`src/rtl/spi_slave_settings.sv`:
```
// rtl/spi_slave_settings.sv - oversampled SPI slave turning 40-bit frames into settings writes and readbacks
module spi_slave_settings #(
   parameter int SYNC_STAGES = 2,
   parameter int AWIDTH      = 7,
   parameter int DWIDTH      = 32
) (
   input  logic              clk,
   input  logic              reset_n,
   input  logic              spi_cs_n,
   input  logic              spi_sclk,
   input  logic              spi_mosi,
   output logic              spi_miso,
   output logic              spi_miso_oe,
   output logic              set_stb,
   output logic [AWIDTH-1:0] set_addr,
   output logic [DWIDTH-1:0] set_data,
   output logic              rb_stb,
   output logic [AWIDTH-1:0] rb_addr,
   input  logic [DWIDTH-1:0] rb_data
);

   localparam int CMD_BITS = AWIDTH + 1;
   localparam int CW       = $clog2(DWIDTH + CMD_BITS + 1);

   typedef enum logic [2:0] {IDLE, CMD, WDATA, RDATA, DONE} state_t;

   logic [SYNC_STAGES-1:0] sclk_sync, mosi_sync, cs_sync, sync_fill;
   logic                   sclk_d, cs_d, cs_armed;
   logic                   sclk_s, mosi_s, cs_s;
   logic                   sclk_rise, sclk_fall, cs_rise, cs_fall;

   state_t                 state;
   logic [CW-1:0]          bit_cnt;
   logic [DWIDTH-1:0]      shreg;
   logic [AWIDTH-1:0]      addr_lat;
   logic [1:0]             rd_step;
   logic [CMD_BITS-1:0]    cmd_word;
   logic [DWIDTH-1:0]      shift_in;

   assign sclk_s    = sclk_sync[SYNC_STAGES-1];
   assign mosi_s    = mosi_sync[SYNC_STAGES-1];
   assign cs_s      = cs_sync[SYNC_STAGES-1];
   assign sclk_rise = sclk_s & ~sclk_d;
   assign sclk_fall = ~sclk_s & sclk_d;
   assign cs_rise   = cs_s & ~cs_d;
   assign cs_fall   = ~cs_s & cs_d;
   assign cmd_word  = {shreg[AWIDTH-1:0], mosi_s};
   assign shift_in  = {shreg[DWIDTH-2:0], mosi_s};
   // Output register is cleared on deselect, so gating with oe keeps miso at 0 outside the data phase
   assign spi_miso  = spi_miso_oe & shreg[DWIDTH-1];

   // Synchronise the SPI pins; cs_n is only trusted (armed) once a real deselect is seen after reset
   always_ff @(posedge clk or negedge reset_n) begin
      if (!reset_n) begin
         sclk_sync <= '0;
         mosi_sync <= '0;
         cs_sync   <= '1;
         sync_fill <= '0;
         sclk_d    <= 1'b0;
         cs_d      <= 1'b1;
         cs_armed  <= 1'b0;
      end else begin
         sclk_sync <= {sclk_sync[SYNC_STAGES-2:0], spi_sclk};
         mosi_sync <= {mosi_sync[SYNC_STAGES-2:0], spi_mosi};
         cs_sync   <= {cs_sync[SYNC_STAGES-2:0], spi_cs_n};
         sync_fill <= {sync_fill[SYNC_STAGES-2:0], 1'b1};
         sclk_d    <= sclk_s;
         cs_d      <= cs_s;
         if (sync_fill[SYNC_STAGES-1] && cs_s)
            cs_armed <= 1'b1;
      end
   end

   // Frame FSM: command byte, then write-data capture or readback shift-out
   always_ff @(posedge clk or negedge reset_n) begin
      if (!reset_n) begin
         state       <= IDLE;
         bit_cnt     <= '0;
         shreg       <= '0;
         addr_lat    <= '0;
         rd_step     <= 2'd0;
         spi_miso_oe <= 1'b0;
         set_stb     <= 1'b0;
         set_addr    <= '0;
         set_data    <= '0;
         rb_stb      <= 1'b0;
         rb_addr     <= '0;
      end else begin
         set_stb <= 1'b0;
         rb_stb  <= 1'b0;
         if (cs_rise) begin
            // deselect wins over any coincident sclk edge
            state       <= IDLE;
            shreg       <= '0;
            rd_step     <= 2'd0;
            spi_miso_oe <= 1'b0;
         end else begin
            case (state)
               IDLE: begin
                  if (cs_fall && cs_armed) begin
                     state   <= CMD;
                     bit_cnt <= '0;
                     shreg   <= '0;
                     rd_step <= 2'd0;
                  end
               end
               CMD: begin
                  if (rd_step == 2'd1) begin
                     // rb_stb is high this cycle; readback data is valid on the next one
                     rd_step <= 2'd2;
                  end else if (rd_step == 2'd2) begin
                     shreg       <= rb_data;
                     spi_miso_oe <= 1'b1;
                     bit_cnt     <= '0;
                     rd_step     <= 2'd0;
                     state       <= RDATA;
                  end else if (sclk_rise) begin
                     shreg <= shift_in;
                     if (bit_cnt == CW'(CMD_BITS - 1)) begin
                        bit_cnt  <= '0;
                        addr_lat <= cmd_word[AWIDTH-1:0];
                        if (cmd_word[AWIDTH]) begin
                           rb_stb  <= 1'b1;
                           rb_addr <= cmd_word[AWIDTH-1:0];
                           rd_step <= 2'd1;
                        end else begin
                           state <= WDATA;
                        end
                     end else begin
                        bit_cnt <= bit_cnt + CW'(1);
                     end
                  end
               end
               WDATA: begin
                  if (sclk_rise) begin
                     shreg <= shift_in;
                     if (bit_cnt == CW'(DWIDTH - 1)) begin
                        set_stb  <= 1'b1;
                        set_addr <= addr_lat;
                        set_data <= shift_in;
                        state    <= DONE;
                     end else begin
                        bit_cnt <= bit_cnt + CW'(1);
                     end
                  end
               end
               RDATA: begin
                  if (sclk_rise) begin
                     if (bit_cnt == CW'(DWIDTH - 1))
                        state <= DONE;
                     else
                        bit_cnt <= bit_cnt + CW'(1);
                  end else if (sclk_fall && bit_cnt != '0) begin
                     // the fall that follows the command byte must not shift away the MSB
                     shreg <= {shreg[DWIDTH-2:0], 1'b0};
                  end
               end
               DONE: begin
                  state <= DONE;
               end
               default: state <= IDLE;
            endcase
         end
      end
   end

endmodule
```
`config.mk`:
```
export PLATFORM = sky130hd
export DESIGN_NAME = spi_slave_settings
export DESIGN_NICKNAME = d
export VERILOG_FILES = /design/src/rtl/spi_slave_settings.sv
export SDC_FILE = /design/constraint.sdc
export NUM_CORES = 1
export LEC_CHECK = 0
export ABC_AREA = 1
export CAP_MARGIN = 20
export CORE_ASPECT_RATIO = 0.7
export CORE_MARGIN = 5
export CORE_UTILIZATION = 55
export CTS_CLUSTER_SIZE = 14
export DETAILED_ROUTE_END_ITERATION = 12
export PLACE_DENSITY = 0.81
export SLEW_MARGIN = 20
export SYNTH_ARGS = -nofsm -noshare
export SYNTH_HDL_FRONTEND = slang
export SYNTH_SLANG_ARGS = --single-unit
```
`constraint.sdc`:
```
create_clock -name clk -period 2.85 [get_ports clk]
set_clock_uncertainty 0.1 [all_clocks]
set_input_delay 0.4275 -clock clk [delete_from_list [all_inputs] [get_ports clk]]
set_output_delay 0.4275 -clock clk [all_outputs]
set_load 0.1 [all_outputs]
```
==> metrics.txt, run 1 <==
R2R Path End=state[0]; diode count=0; worst reg2reg path depth=10; clock buffer depth=2; Ports=just under 90; critical path arrival=around 2.3 ns; Crit Path Max Fanout=41; Final min period=2.173 ns; final hold slack=0.2530 ns; GRT overflow=0; Largest delay share family, worst path=simple AND/OR/NAND/NOR gates; routed wire length=15,240 µm; Final ANT Viol Nets=0; htree depth=3; Hold Fails Final Rpt=0; Clk Latency, worst-skew pair=0.35 ns; initial antenna violation count=0; MaxCap Viol Count=0; Setup Buffers After CTS=0; layout cell share with drive strength beyond 1=between 10% and 20%; P_leak=between 3 and 4 nW; vias per cell=5.512; die width=133.2 µm; number of global-route vias before repair=approximately 5,100; Routed WL per cell=14.84 µm; final setup vio count=0; sum of negative setup slack=0 ns; synthesized cell area=a little under 6000 µm²; Pre-Repair DR Iteration Count=5; status=finished, final reports clean; post-synthesis cell type count=31; Max-slew headroom=56.89%; Critical path destination=state[0]; Comb pwr share=31.9%; Ys Warns=0; Root Driver=clkbuf_16; Syn Area/Cell=7.105 µm²; number of synthesized flops with an enable pin=0; DRT iter0 DRCs=629; Crit-path slowest cell=dfstp_2; Critical Path RT=2.99 ns; Fmax=around 0.46 GHz; Switching Share=40.14%; PwrDens=~600 nW/µm²; clk sink count=110; largest net degree at the start of global routing=69; initial core utilization=56.40%; crit path buf inv count=2; hold path cells=0; Seq/Total Area, Yosys=47.19%; fin crit share=76.23%; FP Rows=31; clock slew at reported path FFs=0.07 ns; Primary FF master, synth=dfrtp_1; Core ar.=just over 10,000 µm²; GPL Wtd Cong=approximately 0.90; WS Path Type=flop to flop; GRT Total Usage=24.61%; total number of vias=roughly 5,700; detailed placement HPWL=10,480 µm; reg2reg start=cs_sync[1]; # port buffers=86; CTS Buf Count=9; NumNets Final=931; power share of the clock group=28.6%; Least-Margin Pin Slew=around 0.64 ns; total die area=12,810 µm²; element type at the critical path end=flop; Worst Hold Class=flop to flop; Psw=1.731 mW; Int Pwr=between 2 and 3 mW; R2R Setup Slk=between 0.6 and 0.7 ns; filler instances=a little under 900; asr flop ratio synth=100.0%; number of synthesized register bits=110; WP depth=10; Post-Syn Instances=822; number of remaining DRC errors=0; Die Span Y=96.22 µm; CP Cell Sequence=inv_1 -> nor2_4 -> buf_4 -> nor2_1 -> nand2_1 -> o21ai_0 -> nor2_1 -> nand2_1 -> nand2_1 -> nand2_1; Max Slew Vio Count=0; most used cell along the critical path=nand2_1; first-pass GRT wire length=25,260 µm; Worst path max stage delay=0.56 ns; Flop pwr share=about two fifths; crit path from=cs_sync[1]; peak supply drop=between 0.4 and 0.5 mV; synthesis-to-layout area growth=19.54%; post-synthesis net count=about 860; unrepaired setup endpoints after global routing=false; Worst setup SP type=flop; CTS tree=done
==> power by group through the flow <==
stage	registers (mW)	logic [mW]	clock network (mW)
2_1_floorplan	1.71	0.979	0
3_3_place_gp	1.73	1.33	0
3_5_place_dp	1.73	1.35	0
4_1_cts	1.70	1.36	1.26
5_1_grt	1.71	1.51	1.32
6_report	1.70	1.38	1.23
==> state kept, by name (all words and copies together) (netlist names), 2 cells and up <==
register	count
addr_lat	7
bit_cnt	6
cs_sync	2
mosi_sync	2
rb_addr	7
rd_step	2
sclk_sync	2
set_addr	7
set_data	32
shreg	32
state	3
sync_fill	2
==> what timing repair did <==
item / in CTS / in global routing
hold buffers: 1 / 0
hold endpoints to repair: 30 / 0
gates resized for setup: 0 / 0
==> worst register-to-register path, stage by stage (launching register included) <==
cell and delay, ns:
dfstp_2 0.56, inv_1 0.08, nor2_4 0.12, buf_4 0.44, nor2_1 0.10, nand2_1 0.08, o21ai_0 0.07, nor2_1 0.24
nand2_1 0.14, nand2_1 0.07, nand2_1 0.05
==> layout by cell type, fill, tap and decap left out, types with 2 or more instances in the layout <==
cell	n
nand2_1	349
dfrtp_1	107
inv_1	85
buf_4	63
o21ai_0	46
o21ai_1	41
nand4_1	35
clkdlybuf4s50_1	35
a21oi_1	32
nor2_1	29
nand3_1	18
clkbuf_16	9
nand2_2	5
nor2_2	5
inv_2	5
ha_1	4
dfstp_2	3
nor2_4	2
inv_6	2
buf_12	2
==> cell type report <==
class                           instances  area, µm²  share of cell area, %
Timing Repair Buffer                  101      873.3                  12.51
Inverter                               90      337.8                  4.839
Sequential cell                       110       2756                  39.48
Tap cell                              132      165.2                  2.366
Clock buffer                            9      225.2                  3.226
Multi-Input combinational cell        578       2557                  36.63
Clock inverter                          7      66.31                 0.9498
==> cell families after synthesis <==
kind of cell | after synthesis | synth area share, %
compound gates | 122 | 10.56
xor+xnor | 1 | 0.1500
buf+inv | 134 | 9.212
simple gates | 450 | 31.96
other cells | 1 | 0.06421
flops | 110 | 47.19
fa+ha+maj | 4 | 0.8569
==> Yosys cell counts (2+ instances only) <==
cell	number	area share [%]
nor2_1	29	1.9
nand3_1	18	1.5
buf_1	2	0.13
a21oi_1	32	2.7
buf_2	19	1.6
buf_4	3	0.39
dfrtp_1	107	46
inv_2	5	0.32
nand4_1	35	3.7
nor2_4	2	0.39
o21ai_0	46	3.9
nor2_2	5	0.54
clkbuf_1	20	1.3
dfstp_2	3	1.3
o21ai_1	41	3.5
nand2_2	4	0.43
inv_1	85	5.5
ha_1	4	0.86
nand2_1	350	22
==> metal layers <==
| metal | up-vias | wire (µm) | GRT usage (%) |
|---|---|---|---|
| li1 | 2713 | - | - |
| met4 | 0 | 172 | 5.651 |
| met3 | 20 | 1493 | 5.538 |
| met2 | 291 | 6718 | 36.99 |
| met5 | - | 0 | 0 |
| met1 | 2637 | 6851 | 36.62 |
==> stage by stage <==
step / power [mW] / instances / cell area (µm²) / utilization (%) / setup slack, ns
after floorplan: 2.694 / 822 / 5841 / - / 0.6825
after global placement: 3.059 / 1010 / 6680 / 64.50 / 0.7731
after detailed placement: 3.084 / 1010 / 6680 / 64.50 / 0.6934
after CTS: 4.324 / 1027 / 6982 / 67.42 / 0.6679
after global routing: 4.549 / 1027 / 6982 / 67.42 / 0.4272
final: 4.311 / 1027 / 6982 / 67.42 / 0.6774
==> how the worst min path moves through the flow <==
| stage | from | to | slack (ns) |
|---|---|---|---|
| detailed placement | sync_fill[0] | sync_fill[1] | 0.24 |
| floorplan | reset_n | addr_lat[0] | 0.03 |
| global placement | sclk_sync[0] | sclk_sync[1] | 0.23 |
| global route | cs_sync[0] | cs_sync[1] | 0.26 |
| CTS | sync_fill[0] | sync_fill[1] | 0.26 |
| finish | sync_fill[0] | sync_fill[1] | 0.25 |
Power figures use the tool's default switching activity.
==> run 2: changes to the inputs <==
--- a/config.mk
+++ b/config.mk
@@ -9,10 +9,10 @@
 export CAP_MARGIN = 20
 export CORE_ASPECT_RATIO = 0.7
 export CORE_MARGIN = 5
-export CORE_UTILIZATION = 55
+export CORE_UTILIZATION = 49
 export CTS_CLUSTER_SIZE = 14
 export DETAILED_ROUTE_END_ITERATION = 12
-export PLACE_DENSITY = 0.81
+export PLACE_DENSITY = 0.76
 export SLEW_MARGIN = 20
 export SYNTH_ARGS = -nofsm -noshare
 export SYNTH_HDL_FRONTEND = slang
==> constraint.sdc (replaced) <==
create_clock -name clk -period 1.9 [get_ports clk]
set_clock_uncertainty 0.1 [all_clocks]
set_input_delay 0.285 -clock clk [delete_from_list [all_inputs] [get_ports clk]]
set_output_delay 0.285 -clock clk [all_outputs]
set_load 0.1 [all_outputs]
==> run 2 against run 1 <==
Compared with the run above: via count grew 1.2%; hold slack worse by 0.018 ns; combinational power increased by 110%; routed wire length grew 4.9%; sequential power grew 51%; sequential share of layout area shrank 4.4 points.
==> metrics.txt, run 2 (same netlist as run 1, synthesis figures left out) <==
status=finished, final reports clean; CTS tree=done; final setup vio count=0 (unchanged); Core ar.=11,690 µm² (+13%); final hold slack=0.2355 ns (-0.01753 ns); clk sink count=110 (unchanged); Root Driver=clkbuf_16; routed wire length=15,980 µm (+4.9%); layout cell share with drive strength beyond 1=15.85% (+4.1 points); clock slew at reported path FFs=0.07 ns (about the same); Fmax=0.5382 GHz (+17%); WS Path Type=flop to flop; WL met3=1591 µm (+6.6%); MaxCap Viol Count=0 (unchanged); Worst path max stage delay=0.46 ns (-0.10 ns); most used cell along the critical path=nand2_1; critical path arrival=2.05 ns (-0.27 ns); Crit-path slowest cell=dfrtp_2; NumNets Final=957 (+2.8%); worst reg2reg path depth=10 (unchanged); htree depth=3 (unchanged); Final ANT Viol Nets=0 (unchanged); peak supply drop=0.5760 mV (+21%); P_leak=3.687 nW (+8.1%); die width=140.5 µm (+5.5%); Die Span Y=101.3 µm (+5.3%); # port buffers=86 (unchanged); Final min period=1.858 ns (-0.3144 ns); CTS Buf Count=9 (unchanged); Critical Path RT=2.10 ns (-0.89 ns); GRT Total Usage=21.57% (-3.0 points); initial antenna violation count=0 (unchanged); wire length on met2=6453 µm (-3.9%); Hold Fails Final Rpt=0 (unchanged); Worst Hold Class=input port to flop; CP Cell Sequence=nor2_4 -> nand2_2 -> nor2_4 -> nand2_1 -> nand3_2 -> inv_2 -> nand2_4 -> clkbuf_16 -> nand2_1 -> nand2_1; detailed placement HPWL=10,350 µm (-1.2%); PwrDens=928.6 nW/µm² (+50%); initial core utilization=49.98% (-6.4 points); GPL Wtd Cong=0.9147 (+2.0%); Crit Path Max Fanout=8 (-80%); Routed WL per cell=14.82 µm (about the same); fin crit share=97.80% (+22 points); biggest regs=set_data (32), shreg (32); GRT overflow=0 (unchanged); FP Rows=33 (+6.5%); total number of vias=5,729 (+1.2%); total die area=14,240 µm² (+11%); top routing layer used=met4; Pre-Repair DR Iteration Count=5 (unchanged); M1 wire length=7705 µm (+12%); clock buffer depth=2 (unchanged); Worst setup SP type=flop; Ports=87 (unchanged); hold path cells=1 (+1); most frequent cells in the layout=nand2_1 (346), dfrtp_1 (104), inv_1 (84), buf_12 (45), o21ai_0 (44); number of global-route vias before repair=4,981 (-2.3%); sum of negative setup slack=0 ns (unchanged); DRT iter0 DRCs=680 (+8.1%); number of remaining DRC errors=0 (unchanged); diode count=0 (unchanged); Least-Margin Pin Slew=0.6298 ns (-0.01453 ns); vias per cell=5.314 (-3.6%); most common cell after layout, fill and taps aside=nand2_1; Clk Latency, worst-skew pair=0.35 ns (about the same); element type at the critical path end=flop; synthesis-to-layout area growth=34.90%; Max Slew Vio Count=0 (unchanged); first-pass GRT wire length=25,040 µm (-0.87%); largest net degree at the start of global routing=111 (+61%); Max-slew headroom=58.01% (+1.1 points)
[run 2: cell count changes in the layout (fill, tap and decap cells not counted), moves of 3 or more]
| cell | delta |
|---|---|
| clkbuf_16 | +4 |
| dfrtp_2 | +3 |
| nand3_1 | -3 |
| nor2_1 | -4 |
| nand2_1 | -3 |
| nand3_2 | +3 |
| nor2_4 | +4 |
| buf_4 | -25 |
| buf_12 | +43 |
| dfrtp_1 | -3 |
[run 2: area by class of cell]
cell class | instances | area (µm²)
Clock inverter | 7 | 56.30
Multi-Input combinational cell | 579 | 2629
Timing Repair Buffer | 126 | 1674
Tap cell | 157 | 196.4
Clock buffer | 9 | 225.2
Sequential cell | 110 | 2760
Fill cell | 909 | 3806
Inverter | 90 | 337.8
[run 2: stage by stage]
| step | worst slack [ns] | util, % | instance area [µm²] | power [mW] | std cells |
|---|---|---|---|---|---|
| floorplan | 0.1488 | - | 5842 | 4.041 | 822 |
| global placement | 0.07647 | 62.76 | 7333 | 4.818 | 1046 |
| detailed placement | 0.06052 | 62.76 | 7333 | 4.846 | 1046 |
| CTS | 0.04279 | 65.25 | 7625 | 6.647 | 1063 |
| global route | -0.04255 | 67.43 | 7879 | 7.657 | 1078 |
| finish | 0.04185 | 67.43 | 7879 | 7.316 | 1078 |
[run 2: power breakdown]
group,total [mW],switching [mW],internal [mW]
sequential,2.56,0.117,2.44
combinational,2.95,1.87,1.07
clock,1.81,0.902,0.906
[run 2: layer usage]
layer | GRT usage (%) | vias to the layer above
li1 | - | 2777
met1 | 33.75 | 2603
met2 | 30.00 | 324
met3 | 4.861 | 25
met4 | 5.733 | 0
met5 | 0 | -
[run 2: critical path, delay by kind of cell, from the launching register on]
family        cells  cell delay, ns
simple gates      8            1.00
flops             1            0.46
buf+inv           2            0.23
[run 2: worst paths after layout]
path,start,endpoint,slack [ns]
min reg2reg,sync_fill[0],sync_fill[1],0.25
max in group asynchronous,reset_n,addr_lat[0],0.79
min in group asynchronous,reset_n,sync_fill[1],0.41
min,spi_cs_n,cs_sync[0],0.24
max reg2reg,state[1],shreg[20],0.04
max,state[1],shreg[20],0.04
[run 2: what timing repair did]
item / CTS / global route
hold buffers: 1 / 0
setup buffers: 0 / 8
gates resized for setup: 0 / 23
endpoints found under the setup margin: 0 / 79
endpoints found under the hold margin: 107 / 0
